`config.mk`:
```
export PLATFORM = sky130hd
export DESIGN_NAME = bcp_cmd_driver
export DESIGN_NICKNAME = d
export VERILOG_FILES = /design/src/rtl/bcp_cmd_driver.sv
export SDC_FILE = /design/constraint.sdc
export NUM_CORES = 1
export LEC_CHECK = 0
export BUFFER_PORTS_ARGS = -buffer_cell sky130_fd_sc_hd__buf_2
export CORE_MARGIN = 1
export CORE_UTILIZATION = 35
export DETAILED_ROUTE_END_ITERATION = 10
export PLACE_DENSITY_LB_ADDON = 0.15
export SLEW_MARGIN = 20
export SYNTH_ARGS = -nofsm -noshare
export SYNTH_HDL_FRONTEND = slang
export SYNTH_SLANG_ARGS = --single-unit
export TNS_END_PERCENT = 100
```
`constraint.sdc`:
```
create_clock -name clk_i -period 5.9 [get_ports clk_i]
set_clock_uncertainty 0.05 [all_clocks]
set_input_delay 0.295 -clock clk_i [delete_from_list [all_inputs] [get_ports clk_i]]
set_output_delay 0.295 -clock clk_i [all_outputs]
set_load 0.03 [all_outputs]
```
`src/rtl/bcp_cmd_driver.sv`:
```
// rtl/bcp_cmd_driver.sv - hardware initiator for the BCP accelerator register command interface
module bcp_cmd_driver #(
    parameter int CLAUSE_ID_LEN = 7,
    parameter int VAR_ENC_LEN   = 5,
    parameter int ACK_TIMEOUT   = 64,
    parameter int QUIET_TIMEOUT = 32
) (
    input  logic                         clk_i,
    input  logic                         rst_ni,
    input  logic                         cmd_valid_i,
    output logic                         cmd_ready_o,
    input  logic [1:0]                   cmd_op_i,
    input  logic [CLAUSE_ID_LEN-1:0]     cmd_clause_id_i,
    input  logic [3*VAR_ENC_LEN-1:0]     cmd_var_id_i,
    input  logic [2:0]                   cmd_pol_i,
    output logic [31:0]                  axi_reg0_o,
    output logic [31:0]                  axi_reg1_o,
    output logic [31:0]                  axi_reg2_o,
    output logic [31:0]                  axi_reg3_o,
    input  logic                         cpu_op_read_i,
    input  logic [31:0]                  status_i,
    input  logic [VAR_ENC_LEN:0]         impl_i,
    output logic                         rsp_valid_o,
    input  logic                         rsp_ready_i,
    output logic [2:0]                   rsp_code_o,
    output logic [VAR_ENC_LEN:0]         rsp_impl_o,
    output logic                         rsp_last_o,
    output logic                         busy_o
);
    localparam int SNAP_W = 32 + VAR_ENC_LEN + 1;
    localparam int TMAX   = (ACK_TIMEOUT > QUIET_TIMEOUT) ? ACK_TIMEOUT : QUIET_TIMEOUT;
    localparam int TW     = $clog2(TMAX + 1);
    localparam logic [TW-1:0] ACK_LIM   = TW'(ACK_TIMEOUT - 1);
    localparam logic [TW-1:0] QUIET_LIM = TW'(QUIET_TIMEOUT - 1);
    localparam logic [TW-1:0] TSAT      = TW'(TMAX);

    localparam logic [1:0] OP_ILLEGAL  = 2'b00;
    localparam logic [1:0] OP_UPDATE   = 2'b01;
    localparam logic [1:0] OP_DECISION = 2'b10;

    localparam logic [2:0] RSP_QUIET   = 3'd0;
    localparam logic [2:0] RSP_CLAUSE  = 3'd1;
    localparam logic [2:0] RSP_BTRACK  = 3'd2;
    localparam logic [2:0] RSP_TIMEOUT = 3'd7;

    typedef enum logic [2:0] {IDLE, ISSUE, WAIT_ACK, WAIT_RESP, RESP} state_t;

    state_t                     state;
    logic [1:0]                 op_q;
    logic [CLAUSE_ID_LEN-1:0]   clause_q;
    logic [3*VAR_ENC_LEN-1:0]   var_q;
    logic [2:0]                 pol_q;
    logic [SNAP_W-1:0]          snap_q;
    logic [TW-1:0]              timer_q;

    logic [SNAP_W-1:0]          snap_now;
    logic [TW-1:0]              timer_inc;
    logic [CLAUSE_ID_LEN-1:0]   clause_sel;
    logic                       is_update;

    assign snap_now   = {status_i, impl_i};
    assign timer_inc  = (timer_q == TSAT) ? timer_q : timer_q + TW'(1);
    assign is_update  = (op_q == OP_UPDATE);
    assign clause_sel = is_update ? clause_q : '0;

    function automatic logic [31:0] pack_lit(input logic [VAR_ENC_LEN-1:0] v, input logic p);
        return 32'({v, p});
    endfunction

    always_ff @(posedge clk_i or negedge rst_ni) begin
        if (!rst_ni) begin
            state       <= IDLE;
            op_q        <= '0;
            clause_q    <= '0;
            var_q       <= '0;
            pol_q       <= '0;
            snap_q      <= '0;
            timer_q     <= '0;
            axi_reg0_o  <= '0;
            axi_reg1_o  <= '0;
            axi_reg2_o  <= '0;
            axi_reg3_o  <= '0;
            rsp_valid_o <= 1'b0;
            rsp_code_o  <= '0;
            rsp_impl_o  <= '0;
            rsp_last_o  <= 1'b0;
            busy_o      <= 1'b0;
            cmd_ready_o <= 1'b1;
        end else begin
            case (state)
                IDLE: begin
                    if (cmd_valid_i && cmd_ready_o) begin
                        op_q        <= cmd_op_i;
                        clause_q    <= cmd_clause_id_i;
                        var_q       <= cmd_var_id_i;
                        pol_q       <= cmd_pol_i;
                        snap_q      <= snap_now;
                        cmd_ready_o <= 1'b0;
                        busy_o      <= 1'b1;
                        if (cmd_op_i == OP_ILLEGAL) begin
                            rsp_valid_o <= 1'b1;
                            rsp_code_o  <= RSP_TIMEOUT;
                            rsp_impl_o  <= '0;
                            rsp_last_o  <= 1'b1;
                            state       <= RESP;
                        end else begin
                            state <= ISSUE;
                        end
                    end
                end
                ISSUE: begin
                    // Only updates carry a clause id and the two extra literals.
                    axi_reg0_o <= 32'({clause_sel, op_q});
                    axi_reg1_o <= pack_lit(var_q[0 +: VAR_ENC_LEN], pol_q[0]);
                    axi_reg2_o <= is_update ? pack_lit(var_q[VAR_ENC_LEN +: VAR_ENC_LEN], pol_q[1]) : '0;
                    axi_reg3_o <= is_update ? pack_lit(var_q[2*VAR_ENC_LEN +: VAR_ENC_LEN], pol_q[2]) : '0;
                    timer_q    <= '0;
                    state      <= WAIT_ACK;
                end
                WAIT_ACK: begin
                    if (cpu_op_read_i) begin
                        axi_reg0_o[1:0] <= 2'b00;
                        timer_q         <= '0;
                        state           <= WAIT_RESP;
                    end else if (timer_q == ACK_LIM) begin
                        axi_reg0_o[1:0] <= 2'b00;
                        rsp_valid_o     <= 1'b1;
                        rsp_code_o      <= RSP_TIMEOUT;
                        rsp_impl_o      <= '0;
                        rsp_last_o      <= 1'b1;
                        state           <= RESP;
                    end else begin
                        timer_q <= timer_inc;
                    end
                end
                WAIT_RESP: begin
                    if (op_q == OP_DECISION) begin
                        // Every change of status or implication becomes one beat.
                        if (snap_now != snap_q) begin
                            snap_q      <= snap_now;
                            timer_q     <= '0;
                            rsp_valid_o <= 1'b1;
                            rsp_code_o  <= status_i[2:0];
                            rsp_impl_o  <= impl_i;
                            rsp_last_o  <= (status_i[2:0] == 3'd4) || (status_i[2:0] == 3'd5);
                            state       <= RESP;
                        end else if (timer_q == QUIET_LIM) begin
                            timer_q     <= '0;
                            rsp_valid_o <= 1'b1;
                            rsp_code_o  <= RSP_QUIET;
                            rsp_impl_o  <= '0;
                            rsp_last_o  <= 1'b1;
                            state       <= RESP;
                        end else begin
                            timer_q <= timer_inc;
                        end
                    end else if (timer_q == TW'(1)) begin
                        rsp_valid_o <= 1'b1;
                        rsp_code_o  <= is_update ? RSP_CLAUSE : RSP_BTRACK;
                        rsp_impl_o  <= '0;
                        rsp_last_o  <= 1'b1;
                        state       <= RESP;
                    end else begin
                        timer_q <= timer_inc;
                    end
                end
                RESP: begin
                    if (rsp_ready_i) begin
                        rsp_valid_o <= 1'b0;
                        rsp_code_o  <= '0;
                        rsp_impl_o  <= '0;
                        rsp_last_o  <= 1'b0;
                        if (rsp_last_o) begin
                            busy_o      <= 1'b0;
                            cmd_ready_o <= 1'b1;
                            state       <= IDLE;
                        end else begin
                            state <= WAIT_RESP;
                        end
                    end
                end
                default: state <= IDLE;
            endcase
        end
    end
endmodule
```
==> results.sh <==
export IMPL_outcome="finished, final reports clean"
export IMPL_setup_slack_ns=3.03
export IMPL_grt_pass1_vias=3846
export IMPL_critical_path_cell_chain="xor2_1, nor4_1, nand4_1, o31ai_2, nor2_2, nor2_4, buf_12, mux2_2"
export IMPL_yosys_most_used_dff="sky130_fd_sc_hd__dfrtp_1"
export IMPL_grt_pass1_wl_mm=19.7
export IMPL_critPathMaxFanout=27
export IMPL_fp_row_count=47
export IMPL_worstHoldStart="cmd_op_i[1]"
export IMPL_ff2ff_path_depth=8
export IMPL_largest_net_degree_at_the_start_of_global_routing=60
export IMPL_rsz0062_at_grt="false"
export IMPL_asyncSetResetFlopFracSynth=1.00
export IMPL_synth_edf_count=0
export IMPL_chipHeight_um=133
export IMPL_max_stage_delay_ns=0.39
export IMPL_cts_tree="built"
export IMPL_slowest_stage="sky130_fd_sc_hd__dfrtp_1"
export IMPL_top_level_ports=211
export IMPL_route_vias_total=3913
export IMPL_post_detailed_placement_cell_area_um2=6340
export IMPL_share_of_final_layout_standard_cells_stronger_than_drive_strength_1=0.298
export IMPL_final_worst_hold_slack_ns=0.0602
export IMPL_design_core_area_um2=16600
export IMPL_final_core_utilization=0.417
export IMPL_report_final_hold_viol_count=0
export IMPL_worstHoldPathCells=3
export IMPL_timing_rr_start="snap_q[17]"
export IMPL_maxSlewViolCount=0
export IMPL_setup_violations=0
export IMPL_drv_cap=0
export IMPL_cts_repair_resize_count=0
export IMPL_final_nets=727
export IMPL_cp_start_kind="register"
export IMPL_numClockSinks=115
export IMPL_clk_transition_reported_paths_ns=0.06
export IMPL_yosysWarningCount=0
export IMPL_worst_setup_path_end_kind="register"
export IMPL_final_min_clock_period_ns=2.87
export IMPL_insertedDiodeCount=0
export IMPL_numCtsBuffers=17
export IMPL_seq_area_um2=2880
export IMPL_worstMarginPinSlew_ns=0.900
export IMPL_timing_rr_end="snap_q[16]"
export IMPL_synth_compound_area_frac=0.0733
export IMPL_htreeDepth=4
export IMPL_grt_antenna_before_repair=0
export IMPL_drt_first_pass_iters=4
export IMPL_yosys_area_share_adder=0.00628
export IMPL_min_delay_worst_endpoint="op_q[1]"
export IMPL_route_detailed_vias_per_inst=4.41
export IMPL_combined_area_of_the_multi_input_logic_cells_um2=2560
export IMPL_fp_dieArea_um2=17600
export IMPL_achievable_frequency_mhz=349
export IMPL_route_antenna_remaining_nets=0
export IMPL_netlist_area_um2=5970
export IMPL_hold_buffers=1
export IMPL_route_detailed_drc=0
export IMPL_criticalPathCategory="reg2reg"
export IMPL_cts_root_buffer="sky130_fd_sc_hd__clkbuf_16"
export IMPL_gp_congestion=0.734
export IMPL_clk_latency_ns=0.41
export IMPL_max_slew_margin_rel=0.399
export IMPL_postSynthCellCount=541
export IMPL_power_per_cell_area_nw_per_um2=514
export IMPL_syn_area_per_cell_um2=11.0
export IMPL_timing_critical_path_arrival_ns=3.10
export IMPL_drt_iter0_drc=131
export IMPL_synth_mux_area_fraction=0.142
export IMPL_reg2reg_setup_slack_ns=3.03
export IMPL_vdd_ir_drop_max_mv=0.329
export IMPL_synth_distinct_cells=51
export IMPL_synth_top_family_by_area="buffers and inverters"
export IMPL_finalSetupTns_ns=0
export IMPL_drt_wirelength_per_cell_um=13.8
export IMPL_cts_root_to_sink_buffers=2
export IMPL_grt_overflow_total=0
export IMPL_hp_class="in2reg"
export IMPL_route_final_wire_length_mm=12.2
export IMPL_synth_seq_cells=115
export IMPL_place_detailed_hpwl_mm=8.77
export IMPL_fillers=1651
export IMPL_buffer_ports_inserted=109
export IMPL_yosys_area_share_xor_xnor=0.0557
export IMPL_crit_path_start="snap_q[17]"
export IMPL_post_synth_and_or_nand_nor_area_fraction=0.0857
export IMPL_initial_core_util=0.359
export IMPL_worst_endpoint_required_ns=6.13
export IMPL_final_area_um2=6950
export IMPL_cellLeakagePower_nw=3.38
export IMPL_grt_use_total=0.144
export IMPL_post_cts_setup_buffer_count=0
export IMPL_final_critical_path_share_of_the_clock_period=0.486
export IMPL_dpl_worst_slack_ns=2.69
export IMPL_die_width_um=133
export IMPL_portion_of_the_post_synthesis_area_used_by_sequential_elements=0.482
export IMPL_area_growth_synth_to_final_pct=16.3
[how the worst max path moves through the flow]
stage / to / slack, ns / cells after the start
3_3_place_gp: snap_q[15] / 2.74 / 8
4_1_cts: snap_q[11] / 2.67 / 7
3_5_place_dp: snap_q[16] / 2.69 / 8
2_1_floorplan: rsp_code_o[2] / 3.66 / 8
6_report: snap_q[16] / 3.03 / 8
5_1_grt: snap_q[9] / 2.83 / 8
[sequential cells by signal (all words and copies together), names as in the netlist, 7 cells and up]
signal,cells
snap_q,38
var_q,15
axi_reg0_o,9
clause_q,7
timer_q,7
[where the power goes]
part	internal [mW]	switching, mW	leakage, nW
Combinational	0.519	0.718	1.69
Sequential	1.12	0.217	1.42
Clock	0.642	0.350	0.277
[routing by layer]
metal  routed length, µm  vias up  share of wire  track usage
li1                    -     1865              -            -
met1                5200     1908           0.43        0.170
met2                5950      131           0.49        0.237
met3                 938        9          0.077       0.0617
met4                 126        0          0.010       0.0460
met5                   0        -              0            0
[critical path, delay by kind of cell (launching register included)]
kind	cells	cell delay (ns)
flops	1	0.39
simple gates	4	1.19
buf+inv	1	0.25
compound gates	1	0.35
xor+xnor	1	0.16
mux	1	0.35
[cells in the final DEF, fill, tap and decap left out, types with 3 or more instances in the layout]
cell,count
sky130_fd_sc_hd__mux2i_1,4
sky130_fd_sc_hd__nor4_1,10
sky130_fd_sc_hd__nand3_1,9
sky130_fd_sc_hd__dfrtp_1,114
sky130_fd_sc_hd__mux2_1,21
sky130_fd_sc_hd__mux2_2,51
sky130_fd_sc_hd__conb_1,101
sky130_fd_sc_hd__buf_4,5
sky130_fd_sc_hd__o2bb2ai_1,3
sky130_fd_sc_hd__nor3_1,4
sky130_fd_sc_hd__clkbuf_1,4
sky130_fd_sc_hd__a31oi_1,4
sky130_fd_sc_hd__clkbuf_16,17
sky130_fd_sc_hd__a21oi_1,11
sky130_fd_sc_hd__and2_1,3
sky130_fd_sc_hd__nor2_1,8
sky130_fd_sc_hd__inv_1,14
sky130_fd_sc_hd__nand2_1,56
sky130_fd_sc_hd__nand2b_1,3
sky130_fd_sc_hd__nand4_1,3
sky130_fd_sc_hd__ha_1,3
sky130_fd_sc_hd__xor2_1,36
sky130_fd_sc_hd__buf_2,108
sky130_fd_sc_hd__clkinv_2,4
sky130_fd_sc_hd__o21ai_0,22
sky130_fd_sc_hd__a22o_1,6
sky130_fd_sc_hd__a21o_1,4
[synthesized netlist by cell type (6+ instances only)]
library cell	count	share of area
sky130_fd_sc_hd__inv_1	14	0.0088
sky130_fd_sc_hd__nor4_1	10	0.010
sky130_fd_sc_hd__nand2_1	56	0.035
sky130_fd_sc_hd__nand3_1	9	0.0075
sky130_fd_sc_hd__mux2_2	51	0.096
sky130_fd_sc_hd__o21ai_0	22	0.018
sky130_fd_sc_hd__a21oi_1	11	0.0092
sky130_fd_sc_hd__a22o_1	6	0.0088
sky130_fd_sc_hd__xor2_1	36	0.053
sky130_fd_sc_hd__clkbuf_1	13	0.0082
sky130_fd_sc_hd__nor2_1	8	0.0050
sky130_fd_sc_hd__buf_4	102	0.13
sky130_fd_sc_hd__mux2_1	21	0.040
sky130_fd_sc_hd__dfrtp_1	114	0.48
[kinds of logic after synthesis]
| group | Yosys count |
|---|---|
| AO/OA/AOI/OAI | 66 |
| XOR/XNOR | 38 |
| adder cells (fa/ha/maj) | 3 |
| buffers and inverters | 135 |
| flip-flops | 115 |
| multiplexers | 76 |
| other | 1 |
| AND/OR/NAND/NOR | 107 |
[area by class of cell]
class / count / share of cell area
Tap cell: 220 / 0.0396
Inverter: 14 / 0.00757
Sequential cell: 115 / 0.415
Timing Repair Buffer: 115 / 0.0876
Clock inverter: 9 / 0.0150
Clock buffer: 23 / 0.0674
Multi-Input combinational cell: 391 / 0.368
[metrics by stage]
| stage | total power, mW | std cells |
|---|---|---|
| after floorplan | 2.33 | 641 |
| after detailed placement | 2.60 | 853 |
| after global routing | 3.80 | 887 |
| after global placement | 2.55 | 853 |
| after CTS | 3.61 | 886 |
| final | 3.57 | 887 |
Power figures use the tool's default switching activity.
